**src/rtl/multicycle_controller_if.sv**
```systemverilog
// Bundle between the multicycle controller and the RV32I datapath.
//   Instruction fields and the ALU zero flag go to the controller.
//   Mux selects, write enables and the ALU operation code come back.
//   master: controller side (reads fields and zero, drives the controls)
//   slave : datapath side (drives fields and zero, reads the controls)
interface multicycle_controller_if;
    logic [6:0] opcode;
    logic [2:0] funct3;
    logic       funct7b5;
    logic       zero;

    logic       pc_write;
    logic       adr_src;
    logic       mem_write;
    logic       ir_write;
    logic [1:0] result_src;
    logic [1:0] ALU_srcA;
    logic [1:0] ALU_srcB;
    logic [1:0] imm_src;
    logic       reg_write;
    logic [2:0] ALU_control;
    logic       illegal_op;

    modport master (
        input  opcode, funct3, funct7b5, zero,
        output pc_write, adr_src, mem_write, ir_write, result_src,
               ALU_srcA, ALU_srcB, imm_src, reg_write, ALU_control, illegal_op
    );

    modport slave (
        output opcode, funct3, funct7b5, zero,
        input  pc_write, adr_src, mem_write, ir_write, result_src,
               ALU_srcA, ALU_srcB, imm_src, reg_write, ALU_control, illegal_op
    );
endinterface

```
**src/rtl/multicycle_controller.sv**
```systemverilog
// Moore control unit for the multicycle RV32I core.
//   clk   : rising-edge clock
//   reset : asynchronous active-high reset, state returns to FETCH
//   bus   : multicycle_controller_if.master
//           in  opcode/funct3/funct7b5 from the instruction register, zero from the ALU
//           out mux selects, write enables, ALU_control, imm_src, illegal_op
// All outputs are combinational from the state and the instruction fields.
module multicycle_controller (
    input  logic                     clk,
    input  logic                     reset,
    multicycle_controller_if.master  bus
);
    localparam int unsigned OP_W  = 7;
    localparam int unsigned ALU_W = 3;

    localparam logic [OP_W-1:0] OP_LW   = 7'b0000011;
    localparam logic [OP_W-1:0] OP_SW   = 7'b0100011;
    localparam logic [OP_W-1:0] OP_R    = 7'b0110011;
    localparam logic [OP_W-1:0] OP_I    = 7'b0010011;
    localparam logic [OP_W-1:0] OP_JAL  = 7'b1101111;
    localparam logic [OP_W-1:0] OP_BEQ  = 7'b1100011;

    localparam logic [ALU_W-1:0] ALU_ADD = 3'b010;
    localparam logic [ALU_W-1:0] ALU_SUB = 3'b110;
    localparam logic [ALU_W-1:0] ALU_AND = 3'b000;
    localparam logic [ALU_W-1:0] ALU_OR  = 3'b001;
    localparam logic [ALU_W-1:0] ALU_SLT = 3'b111;

    typedef enum logic [3:0] {
        S_FETCH    = 4'd0,
        S_DECODE   = 4'd1,
        S_MEMADR   = 4'd2,
        S_MEMREAD  = 4'd3,
        S_MEMWB    = 4'd4,
        S_MEMWRITE = 4'd5,
        S_EXECR    = 4'd6,
        S_EXECI    = 4'd7,
        S_JAL      = 4'd8,
        S_ALUWB    = 4'd9,
        S_BEQ      = 4'd10
    } state_e;

    state_e     state_q, state_d;

    logic       pc_update_c, branch_c;
    logic [1:0] alu_op_c;
    logic       adr_src_c, mem_write_c, ir_write_c, reg_write_c, illegal_c;
    logic [1:0] result_src_c, src_a_c, src_b_c, imm_src_c;
    logic [2:0] alu_control_c;

    // State register
    always_ff @(posedge clk or posedge reset) begin
        if (reset) state_q <= S_FETCH;
        else       state_q <= state_d;
    end

    // Next-state logic
    always_comb begin
        state_d = S_FETCH;
        case (state_q)
            S_FETCH:  state_d = S_DECODE;
            S_DECODE: begin
                case (bus.opcode)
                    OP_LW, OP_SW: state_d = S_MEMADR;
                    OP_R:         state_d = S_EXECR;
                    OP_I:         state_d = S_EXECI;
                    OP_JAL:       state_d = S_JAL;
                    OP_BEQ:       state_d = S_BEQ;
                    default:      state_d = S_FETCH;
                endcase
            end
            S_MEMADR:   state_d = (bus.opcode == OP_SW) ? S_MEMWRITE : S_MEMREAD;
            S_MEMREAD:  state_d = S_MEMWB;
            S_MEMWB:    state_d = S_FETCH;
            S_MEMWRITE: state_d = S_FETCH;
            S_EXECR:    state_d = S_ALUWB;
            S_EXECI:    state_d = S_ALUWB;
            S_JAL:      state_d = S_ALUWB;
            S_ALUWB:    state_d = S_FETCH;
            S_BEQ:      state_d = S_FETCH;
            default:    state_d = S_FETCH;
        endcase
    end

    // Per-state Moore outputs; unreachable encodings leave everything at 0
    always_comb begin
        pc_update_c  = 1'b0;
        branch_c     = 1'b0;
        alu_op_c     = 2'b00;
        adr_src_c    = 1'b0;
        mem_write_c  = 1'b0;
        ir_write_c   = 1'b0;
        reg_write_c  = 1'b0;
        illegal_c    = 1'b0;
        result_src_c = 2'b00;
        src_a_c      = 2'b00;
        src_b_c      = 2'b00;
        case (state_q)
            S_FETCH: begin
                ir_write_c   = 1'b1;
                src_b_c      = 2'b10;
                result_src_c = 2'b10;
                pc_update_c  = 1'b1;
            end
            S_DECODE: begin
                src_a_c = 2'b01;
                src_b_c = 2'b01;
                illegal_c = !(bus.opcode inside {OP_LW, OP_SW, OP_R, OP_I, OP_JAL, OP_BEQ});
            end
            S_MEMADR: begin
                src_a_c = 2'b10;
                src_b_c = 2'b01;
            end
            S_MEMREAD: adr_src_c = 1'b1;
            S_MEMWB: begin
                result_src_c = 2'b01;
                reg_write_c  = 1'b1;
            end
            S_MEMWRITE: begin
                adr_src_c   = 1'b1;
                mem_write_c = 1'b1;
            end
            S_EXECR: begin
                src_a_c  = 2'b10;
                alu_op_c = 2'b10;
            end
            S_EXECI: begin
                src_a_c  = 2'b10;
                src_b_c  = 2'b01;
                alu_op_c = 2'b10;
            end
            S_JAL: begin
                src_a_c     = 2'b01;
                src_b_c     = 2'b10;
                pc_update_c = 1'b1;
            end
            S_ALUWB: reg_write_c = 1'b1;
            S_BEQ: begin
                src_a_c  = 2'b10;
                alu_op_c = 2'b01;
                branch_c = 1'b1;
            end
            default: ;
        endcase
    end

    // ALU operation decode; SUB vs ADD for funct3=000 only applies to R-type
    always_comb begin
        alu_control_c = ALU_ADD;
        case (alu_op_c)
            2'b01: alu_control_c = ALU_SUB;
            2'b10: begin
                case (bus.funct3)
                    3'b000:  alu_control_c = (bus.opcode[5] & bus.funct7b5) ? ALU_SUB : ALU_ADD;
                    3'b010:  alu_control_c = ALU_SLT;
                    3'b110:  alu_control_c = ALU_OR;
                    3'b111:  alu_control_c = ALU_AND;
                    default: alu_control_c = ALU_ADD;
                endcase
            end
            default: alu_control_c = ALU_ADD;
        endcase
    end

    // Immediate format depends only on the opcode
    always_comb begin
        imm_src_c = 2'b00;
        case (bus.opcode)
            OP_SW:   imm_src_c = 2'b01;
            OP_BEQ:  imm_src_c = 2'b10;
            OP_JAL:  imm_src_c = 2'b11;
            default: imm_src_c = 2'b00;
        endcase
    end

    // Enables are gated by reset so an in-flight write drops as soon as reset rises
    assign bus.pc_write    = (pc_update_c | (branch_c & bus.zero)) & ~reset;
    assign bus.ir_write    = ir_write_c  & ~reset;
    assign bus.reg_write   = reg_write_c & ~reset;
    assign bus.mem_write   = mem_write_c & ~reset;
    assign bus.illegal_op  = illegal_c   & ~reset;
    assign bus.adr_src     = adr_src_c;
    assign bus.result_src  = result_src_c;
    assign bus.ALU_srcA    = src_a_c;
    assign bus.ALU_srcB    = src_b_c;
    assign bus.imm_src     = imm_src_c;
    assign bus.ALU_control = alu_control_c;
endmodule

```
**src/flat_wrapper.sv**
```systemverilog
// flat-port wrapper written by rule: the top's interface ports become plain ports
module multicycle_controller_flat 
  (clk, reset, bus_opcode, bus_funct3, bus_funct7b5, bus_zero, bus_pc_write, bus_adr_src, bus_mem_write, bus_ir_write, bus_result_src, bus_ALU_srcA, bus_ALU_srcB, bus_imm_src, bus_reg_write, bus_ALU_control, bus_illegal_op);
  multicycle_controller_if bus_i ();
  input  logic clk;
  input  logic reset;
  input wire logic [$bits(bus_i.opcode)-1:0] bus_opcode;
  input wire logic [$bits(bus_i.funct3)-1:0] bus_funct3;
  input wire logic [$bits(bus_i.funct7b5)-1:0] bus_funct7b5;
  input wire logic [$bits(bus_i.zero)-1:0] bus_zero;
  output wire logic [$bits(bus_i.pc_write)-1:0] bus_pc_write;
  output wire logic [$bits(bus_i.adr_src)-1:0] bus_adr_src;
  output wire logic [$bits(bus_i.mem_write)-1:0] bus_mem_write;
  output wire logic [$bits(bus_i.ir_write)-1:0] bus_ir_write;
  output wire logic [$bits(bus_i.result_src)-1:0] bus_result_src;
  output wire logic [$bits(bus_i.ALU_srcA)-1:0] bus_ALU_srcA;
  output wire logic [$bits(bus_i.ALU_srcB)-1:0] bus_ALU_srcB;
  output wire logic [$bits(bus_i.imm_src)-1:0] bus_imm_src;
  output wire logic [$bits(bus_i.reg_write)-1:0] bus_reg_write;
  output wire logic [$bits(bus_i.ALU_control)-1:0] bus_ALU_control;
  output wire logic [$bits(bus_i.illegal_op)-1:0] bus_illegal_op;
  assign bus_i.opcode = bus_opcode;
  assign bus_i.funct3 = bus_funct3;
  assign bus_i.funct7b5 = bus_funct7b5;
  assign bus_i.zero = bus_zero;
  assign bus_pc_write = bus_i.pc_write;
  assign bus_adr_src = bus_i.adr_src;
  assign bus_mem_write = bus_i.mem_write;
  assign bus_ir_write = bus_i.ir_write;
  assign bus_result_src = bus_i.result_src;
  assign bus_ALU_srcA = bus_i.ALU_srcA;
  assign bus_ALU_srcB = bus_i.ALU_srcB;
  assign bus_imm_src = bus_i.imm_src;
  assign bus_reg_write = bus_i.reg_write;
  assign bus_ALU_control = bus_i.ALU_control;
  assign bus_illegal_op = bus_i.illegal_op;
  multicycle_controller u_core (.clk(clk), .reset(reset), .bus(bus_i));
endmodule
```
**config.mk**
```make
export PLATFORM = sky130hd
export DESIGN_NAME = multicycle_controller_flat
export DESIGN_NICKNAME = d
export VERILOG_FILES = /design/src/rtl/multicycle_controller_if.sv /design/src/rtl/multicycle_controller.sv /design/src/flat_wrapper.sv
export SDC_FILE = /design/constraint.sdc
export NUM_CORES = 1
export LEC_CHECK = 0
export ABC_AREA = 1
export BUFFER_PORTS_ARGS = -buffer_cell sky130_fd_sc_hd__clkbuf_2
export CORE_AREA = 2 2 39 41
export DETAILED_ROUTE_END_ITERATION = 10
export DIE_AREA = 0 0 41 43
export PLACE_DENSITY = 0.83
export SLEW_MARGIN = 20
export SYNTH_ARGS = -nofsm -noshare
export SYNTH_HDL_FRONTEND = slang
export SYNTH_SLANG_ARGS = --single-unit
```
**constraint.sdc**
```tcl
create_clock -name clk -period 2.4 [get_ports clk]
set_clock_uncertainty 0.1 [all_clocks]
set_input_delay 0.24 -clock clk [delete_from_list [all_inputs] [get_ports clk]]
set_output_delay 0.24 -clock clk [all_outputs]
set_load 0.02 [all_outputs]
```
* Yosys cells after proc, flatten, opt, wreduce, memory -nomap -nowiden
Cells that the tools add are included.
** Word-level totals
- Register bits after elaboration :: 4
- Latch bits :: 0
- Memory bits (writable) :: 0
- ROM bits :: 0
- Input bits :: 14
- Output and inout port bits :: 17
- Word-level logic and storage cells :: 62
- Memories :: 0
** Operators by class
- Add/subtract/negate cells :: 0
- Multiply operators :: 0
- Div/mod/pow operators :: 0
- Magnitude comparators :: 0
- Equality and inequality tests :: 21
- Shifts and indexed selects :: 0
- Mux-type cells :: 18
- Bitwise gates (word level) :: 9
- Reductions and logical operators :: 13
** Operator list (number)
- one-hot mux 4 bit (5 select lines) :: 2
- == test 4 x 3 -> 1 bit (second input constant) :: 4
- one-hot mux 2 bit (2 select lines) :: 4
- == test 7 x 6 -> 1 bit (second input constant) :: 2
- == test 7 bit (second input constant) :: 2
- == test 4 bit (second input constant) :: 3
- one-hot mux 3 bit (4 select lines) :: 1
- OR reduction 2 bit :: 6
- == test 4 x 2 -> 1 bit (second input constant) :: 2
- bitwise AND 1 bit :: 7
- == test 7 x 2 -> 1 bit (second input constant) :: 1
- == test 7 x 5 -> 1 bit (second input constant) :: 1
- 2-to-1 mux 1 bit :: 7
- == test 3 bit (second input constant) :: 2
- 2-to-1 mux 3 bit :: 2
- one-hot mux 2 bit (3 select lines) :: 1
- one-hot mux 3 bit (2 select lines) :: 1
- nonzero test 6 bit :: 1
- OR reduction 3 bit :: 2
- == test 4 x 1 -> 1 bit (second input constant) :: 1
- zero test 4 bit :: 1
- OR reduction 4 bit :: 1
- == test 3 x 2 -> 1 bit (second input constant) :: 1
- zero test 3 bit :: 1
- other kinds (5) :: 5

* Depth between registers and ports, before layout
Gate-level depths: netlist (run 1).
- Word-level depth :: 5
- Depth in mapped cells :: 9
- Mapped depth without buffers :: 9

* Worst setup path after synthesis (run 1)
Ideal clock, no wire load.
- Path kind :: reg-to-output
- Start :: register u_core.state_q[3]
- End :: output port bus_ALU_control[0]
- Data arrival time :: 1.729 ns
- Data required time :: 2.060 ns
- Path slack :: 0.331 ns
- Cell stages (with the launch flop) :: 7
- Buffers on the path :: 0
- Cell sequence :: dfrtp_1 inv_2 nand2_1 nor2_1 inv_1 ha_1 nor4_1
** Between the ends
- Longest elaborated chain between the ends :: 5
- Elaborated cells between the ends (all ways) :: 8
- Classes of those cells :: eq/ne: 5; mux: 2; reduce/logical: 1
** RTL lines
- start, declared :: line multicycle_controller.sv:43 : state_e state_q, state_d;
- start signal, assigned :: line multicycle_controller.sv:54 : else state_q <= state_d;
- == test 4 x 3 -> 1 bit :: line multicycle_controller.sv:98 : case (state_q)
- OR reduction 2 bit (no line)
- one-hot mux 2 bit (2 select lines) * :: line multicycle_controller.sv:98
- == test 2 bit or == test 2 x 1 -> 1 bit (tied branches) :: line multicycle_controller.sv:150 : case (alu_op_c)
- one-hot mux 3 bit (2 select lines) * :: line multicycle_controller.sv:150
- end, declared :: line flat_wrapper.sv:20 : output wire logic [$bits(bus_i.ALU_control)-1:0] bus_ALU_control;
Mark *: on every way between the ends. The rest lies on a longest branch, timed or not.

* Final worst setup path (run 1)
- Start :: register u_core.state_q[3]
- End :: output port bus_ALU_control[1]
The elaborated chain is that of the path after synthesis.

==> results of run 1 <==
## stage by stage
step                      cells  power [W]  utilization (%)  hold WS (ns)
final                       145   0.000496             52.0         0.263
after global routing        145   0.000537             52.0         0.302
after CTS                   145   0.000497             52.0         0.260
after detailed placement    141   0.000408             49.6        0.0700
after global placement      141   0.000406             49.6        0.0775
after floorplan              95   0.000314                -       -0.0854
## synthesized netlist by cell type
cell / count / area, sq um
or3_1: 1 / 6.26
o21ai_0: 2 / 10.0
nor2_1: 12 / 45.0
nor3_1: 1 / 5.00
a21oi_1: 4 / 20.0
nand4_1: 1 / 6.26
nor2_4: 3 / 33.8
nand3_1: 9 / 45.0
nand2_2: 2 / 12.5
inv_2: 3 / 11.3
inv_1: 20 / 75.1
nor4_1: 1 / 6.26
dfrtp_1: 4 / 100
nand2_1: 29 / 109
nor2_2: 1 / 6.26
ha_1: 2 / 25.0
## worst reg2reg max path: stages (launching register included)
cell and delay [ns]:
dfrtp_1 0.36, inv_2 0.06, nand2_1 0.13, nor2_1 0.07, nor2_1 0.16, nand4_1 0.11
## per-layer routing
| layer | part of all wire (%) | wire length, um |
|---|---|---|
| met1 | 41 | 503 |
| met4 | 1.5 | 18 |
| met2 | 52 | 641 |
| met5 | 0 | 0 |
| met3 | 5.8 | 72 |
## cell type report
| class | instances | area, sq um |
|---|---|---|
| clock buffers | 3 | 22.5 |
| fillers | 141 | 664 |
| inverters | 23 | 86.3 |
| multi-input cells | 68 | 330 |
| flip-flops and latches | 4 | 100 |
| well taps | 16 | 20.0 |
| repair buffers | 31 | 160 |
## cells by family (layout without fill, tap and decap cells)
logic type	count (synthesis)	count (layout)
AO/OA/AOI/OAI	6	6
adder cells (fa/ha/maj)	2	2
AND/OR/NAND/NOR	60	60
buffers and inverters	23	57
flip-flops	4	4
## repair_timing
action / CTS / global route
hold buffers: 1 / 0
hold endpoints to repair: 4 / 0
gates resized for setup: 0 / 0
## power groups by stage
stage / Combinational, W / Sequential, W / Clock (W)
2_1_floorplan: 0.000221 / 0.0000929 / 0
3_3_place_gp: 0.000312 / 0.0000943 / 0
3_5_place_dp: 0.000314 / 0.0000947 / 0
4_1_cts: 0.000316 / 0.0000939 / 0.0000866
5_1_grt: 0.000352 / 0.0000954 / 0.0000901
6_report: 0.000314 / 0.0000940 / 0.0000875
## final timing paths
kind / cells after the start / to / startpoint / slack, ns
min in group asynchronous: 3 / u_core.state_q[2] / reset / 0.37
setup reg to reg: 5 / u_core.state_q[0] / u_core.state_q[2] / 1.27
max in group asynchronous: 3 / u_core.state_q[1] / reset / 1.65
hold / removal: 4 / u_core.state_q[2] / bus_opcode[6] / 0.26
hold reg to reg: 2 / u_core.state_q[2] / u_core.state_q[0] / 0.52
setup / recovery: 7 / bus_ALU_control[1] / u_core.state_q[3] / 0.22
==> impl_metrics.py, run 1 <==
metrics = {
    "outcome": {
        "status": "complete, no violations",
    },
    "pwr": {
        "pwr-share-seq_pct": 19.0,
        "combinationalPowerShare_pct": 63.4,
        "p_leak_nw": 0.453,
        "ir_drop_mv": 0.383,
        "power.switching_w": 0.000259,
        "clockPowerShare_pct": 17.6,
        "intPower_w": 0.000237,
        "swShare_pct": 52.1,
        "powerDensity_nw_per_um2": 689,
    },
    "grt": {
        "track_usage_pct": 18.4,
        "grt_max_degree": 7,
        "busiest_layer": "met2",
        "grt_pass1_wl_um": 2240,
        "first_global_vias": 631,
        "grtUsageMet3_pct": 4.71,
        "antenna_found_initial": 0,
        "use_met1_pct": 19.8,
        "grt.overflow.total": 0,
        "met2_usage_pct": 31.6,
    },
    "drt": {
        "ant_nets": 0,
        "avgRoutedWirePerCell_um": 8.52,
        "wirelength_um": 1240,
        "vias": 662,
        "initialDrtViolationCount": 12,
        "drc": 0,
        "vias_per_cell": 4.57,
        "dr.pass1.iters": 4,
    },
    "worst_hold_path": {
        "holdCritPathClass": "input pin to flip-flop",
    },
    "cts": {
        "cts_sinks": 4,
        "cts-buffers-inserted": 3,
        "cts-root-buf": "clkbuf_4",
        "clk_latency_ns": 0.25,
        "post_cts_buffers": 0,
        "h-tree-depth": 1,
        "clk_pin_slew_worst_paths_ns": 0.04,
        "clock_path_buffers": 2,
        "cts_tree": "built",
    },
    "layout": {
        "diodes": 0,
        "largest_register_ffs": 4,
        "final_cell_mix": "clkbuf_2, nand2_1, inv_1, nor2_1, nand3_1",
        "synthToLayoutAreaGrowth_pct": 39.2,
        "drive_above_1_share_pct": 32.6,
        "final_common_cell": "clkbuf_2",
        "stdcell_area_sq_um": 719,
        "layout.nets": 147,
        "regMostFlops": "u_core.state_q",
        "reg.largest.list": "u_core.state_q (4)",
    },
    "floorplan": {
        "initial_core_util_pct": 37.3,
        "die_w_um": 41,
        "row_count": 14,
        "fp.coreArea_sq_um": 1380,
        "ioPinCount": 31,
        "die_area_sq_um": 1760,
        "die_h_um": 43,
    },
    "logic_synthesis": {
        "synth-xor-area-share_pct": 0,
        "syn_avg_cell_area_sq_um": 5.44,
        "synth_top_family_by_area": "simple AND/OR/NAND/NOR gates",
        "yosysSeqAreaShare_pct": 19.4,
        "synth_compound_area_share_pct": 5.81,
        "synth_fa_ha_area_share_pct": 4.84,
        "syn_area_sq_um": 517,
        "synthMuxAreaShare_pct": 0,
        "ys_ff_latch": 4,
        "synth_warnings": 0,
        "synth.net_count": 111,
        "synth_cells": 95,
        "synth-simple-area-share_pct": 53.3,
        "ys_types": 16,
    },
    "sta": {
        "worst_slew_pin_slew_ns": 0.218,
        "rsz0062_at_grt": "false",
        "finalCritPeriodShare_pct": 90.9,
        "relSlewSlack_pct": 85.4,
        "setup_viol": 0,
        "drv_slew": 0,
        "hold_viol_final": 0,
        "tns_ns": 0,
        "fin_crit_ns": 2.18,
        "finalWorstSetupSlack_ns": 0.218,
        "maxClockFrequency_ghz": 0.458,
    },
    "critical_path": {
        "timing_worst_setup_path_type": "flip-flop to primary output",
        "crit_chain": "inv_2 -> nand2_1 -> nor2_1 -> inv_1 -> ha_1 -> or3_1 -> clkbuf_2",
        "cp_data_required_time_ns": 2.06,
        "cp_top_family": "simple AND/OR/NAND/NOR gates",
        "endpoint_kind": "primary output",
        "startpoint_type": "flip-flop",
        "crit_buf_inv": 3,
        "arrival_ns": 1.84,
        "cp_max_fo": 3,
        "slowest_delay_ns": 0.40,
        "crit_slowest_cell": "dfrtp_1",
    },
    "placement": {
        "placement.io_buffers": 30,
        "dp.final_hpwl_um": 1080,
        "pre_cts_slack_ns": 0.472,
        "place.gp.congestion": 0.858,
        "placedInstanceArea_sq_um": 687,
    },
    "job": {
        "drv_cap": 0,
    },
}
Power figures use the tool's default switching activity.
==> run 2: changes to the inputs <==
ABC_AREA = unset   (was 1)
PLACE_DENSITY = 0.87   (was 0.83)
==> impl_metrics.py, run 2 <==
metrics = {
    "outcome": {
        "status": "complete, no violations",
    },
    "floorplan": {
        "die_area_sq_um": 1760,
        "die_w_um": 41,
        "ioPinCount": 31,
        "die_h_um": 43,
        "initial_core_util_pct": 41.0,
        "row_count": 14,
        "fp.coreArea_sq_um": 1380,
    },
    "drt": {
        "wl_met2_um": 774,
        "initialDrtViolationCount": 12,
        "drc": 0,
        "wl_met1_um": 683,
        "avgRoutedWirePerCell_um": 12.3,
        "ant_nets": 0,
        "wirelength_um": 1550,
        "dr.pass1.iters": 4,
        "vias_per_cell": 5.60,
        "vias": 705,
        "wl_met3_um": 93,
        "top_layer": "met3",
    },
    "critical_path": {
        "timing_worst_setup_path_type": "flip-flop to primary output",
        "cp_data_required_time_ns": 2.06,
        "crit_slowest_cell": "or4b_1",
        "arrival_ns": 1.89,
        "setup.worst_path.start": "u_core.state_q[2]",
        "slowest_delay_ns": 0.43,
        "cp_max_fo": 14,
        "endpoint_kind": "primary output",
        "r2r_cells": 4,
        "cp_top_family": "simple AND/OR/NAND/NOR gates",
        "crit_buf_inv": 2,
        "regToRegStartpoint": "u_core.state_q[1]",
        "crit_cells": 7,
        "startpoint_type": "flip-flop",
        "reg2reg_slack_ns": 0.70,
        "crit_chain": "buf_4 -> nor2_1 -> nand3_1 -> ha_1 -> or4b_1 -> a21oi_1 -> clkbuf_2",
    },
    "cts": {
        "clock_path_buffers": 2,
        "cts_resized": 0,
        "clk_pin_slew_worst_paths_ns": 0.04,
        "cts-root-buf": "clkbuf_4",
        "cts-buffers-inserted": 3,
        "h-tree-depth": 1,
        "cts_tree": "built",
        "cts_sinks": 4,
        "clk_latency_ns": 0.23,
    },
    "pwr": {
        "p_leak_nw": 0.379,
        "ir_drop_mv": 0.373,
        "powerDensity_nw_per_um2": 670,
        "p_total_w": 0.000517,
    },
    "logic_synthesis": {
        "ys_types": 36,
        "async_reset_ff_share_pct": 100,
        "yosysSeqAreaShare_pct": 17.7,
        "synth_top_area_share_pct": 17.7,
        "yosys.area.top_type": "dfrtp_1",
        "synth.net_count": 93,
        "synth_cells": 77,
        "ys_ff_latch": 4,
        "synth_area_leaders": "dfrtp_1, a21oi_1, o21a_1, ha_1, nor2b_1",
        "syn_area_sq_um": 567,
        "synth_warnings": 0,
        "synth_edf_count": 0,
        "dominantRegCellSynth": "dfrtp_1",
        "syn_avg_cell_area_sq_um": 7.36,
        "synth_common_cells": "a21oi_1, nor2_1, inv_1, nand2_1",
    },
    "layout": {
        "regMostFlops": "u_core.state_q",
        "diodes": 0,
        "largest_register_ffs": 4,
        "final_cell_mix": "clkbuf_2, nor2_1, a21oi_1, nand2_1, inv_1",
        "final_common_cell": "clkbuf_2",
        "reg.largest.list": "u_core.state_q (4)",
        "layout.nets": 128,
        "drive_above_1_share_pct": 35.5,
        "synthToLayoutAreaGrowth_pct": 36.2,
    },
    "sta": {
        "fin_crit_ns": 2.23,
        "finalCritPeriodShare_pct": 92.8,
        "setup_viol": 0,
        "hold_viol_final": 0,
        "drv_slew": 0,
        "worst_slew_pin_slew_ns": 0.516,
        "rsz0062_at_grt": "false",
        "tns_ns": 0,
        "relSlewSlack_pct": 65.3,
        "maxClockFrequency_ghz": 0.449,
    },
    "grt": {
        "grt.overflow.total": 0,
        "grt_max_degree": 15,
        "grt_pass1_wl_um": 2620,
        "antenna_found_initial": 0,
        "first_global_vias": 646,
        "track_usage_pct": 21.0,
    },
    "placement": {
        "placement.io_buffers": 30,
        "place.gp.congestion": 0.798,
        "dp.final_hpwl_um": 1200,
    },
    "job": {
        "drv_cap": 0,
    },
    "worst_hold_path": {
        "hp-start": "bus_opcode[6]",
        "holdCritPathClass": "input pin to flip-flop",
        "hold_depth": 3,
    },
}
run 2: cell type report:
cell class              count  area (sq um)
fillers                   131           612
multi-input cells          63           420
repair buffers             35           190
flip-flops and latches      4           100
clock buffers               3          22.5
well taps                  16          20.0
inverters                   5          18.8
run 2: report_power, final:
group	leakage, nW	total (W)	switching [W]	internal (W)
sequential	0.0534	0.0000942	0.0000137	0.0000805
combinational	0.312	0.000341	0.000211	0.000130
clock	0.0138	0.0000818	0.0000260	0.0000558
run 2: cell families after synthesis:
kind of cell    Yosys count  share of synthesized area [%]
fa+ha+maj                 2                           4.41
buf+inv                  10                           8.17
compound gates           22                           27.8
xor+xnor                  2                           3.09
flops                     4                           17.7
simple gates             37                           38.9
run 2: worst register-to-register path, cell delays in order, from the launching register on:
cell,delay [ns]
dfrtp_1,0.44
buf_4,0.22
or4b_4,0.54
a211oi_2,0.20
o21a_1,0.14
run 2: path summary, 6_finish.rpt:
path / endpoint
max: bus_ALU_control[2]
min: u_core.state_q[1]
max reg2reg: u_core.state_q[1]
min reg2reg: u_core.state_q[3]
max in group asynchronous: u_core.state_q[3]
min in group asynchronous: u_core.state_q[1]
run 2: stage by stage:
| stage | util [%] | instance area, sq um | setup slack [ns] | std cells | hold slack [ns] |
|---|---|---|---|---|---|
| after global placement | 53.4 | 739 | 0.468 | 122 | 0.0342 |
| final | 55.8 | 772 | 0.173 | 126 | 0.333 |
| after CTS | 55.8 | 772 | 0.167 | 126 | 0.329 |
| after floorplan | - | 567 | 0.137 | 77 | -0.0888 |
| after detailed placement | 53.4 | 739 | 0.426 | 122 | 0.0375 |
| after global routing | 55.8 | 772 | 0.00959 | 126 | 0.346 |
run 2: repair_timing:
item                                   CTS  global route
hold buffers                             1             0
setup buffers                            0             0
endpoints found under the hold margin    4             0
run 2: routing by layer:
layer  vias to the layer above  track usage [%]
li1                        352                -
met1                       324             27.3
met2                        29             34.1
met3                         0             3.66
met4                         0             6.00
met5                         -                0
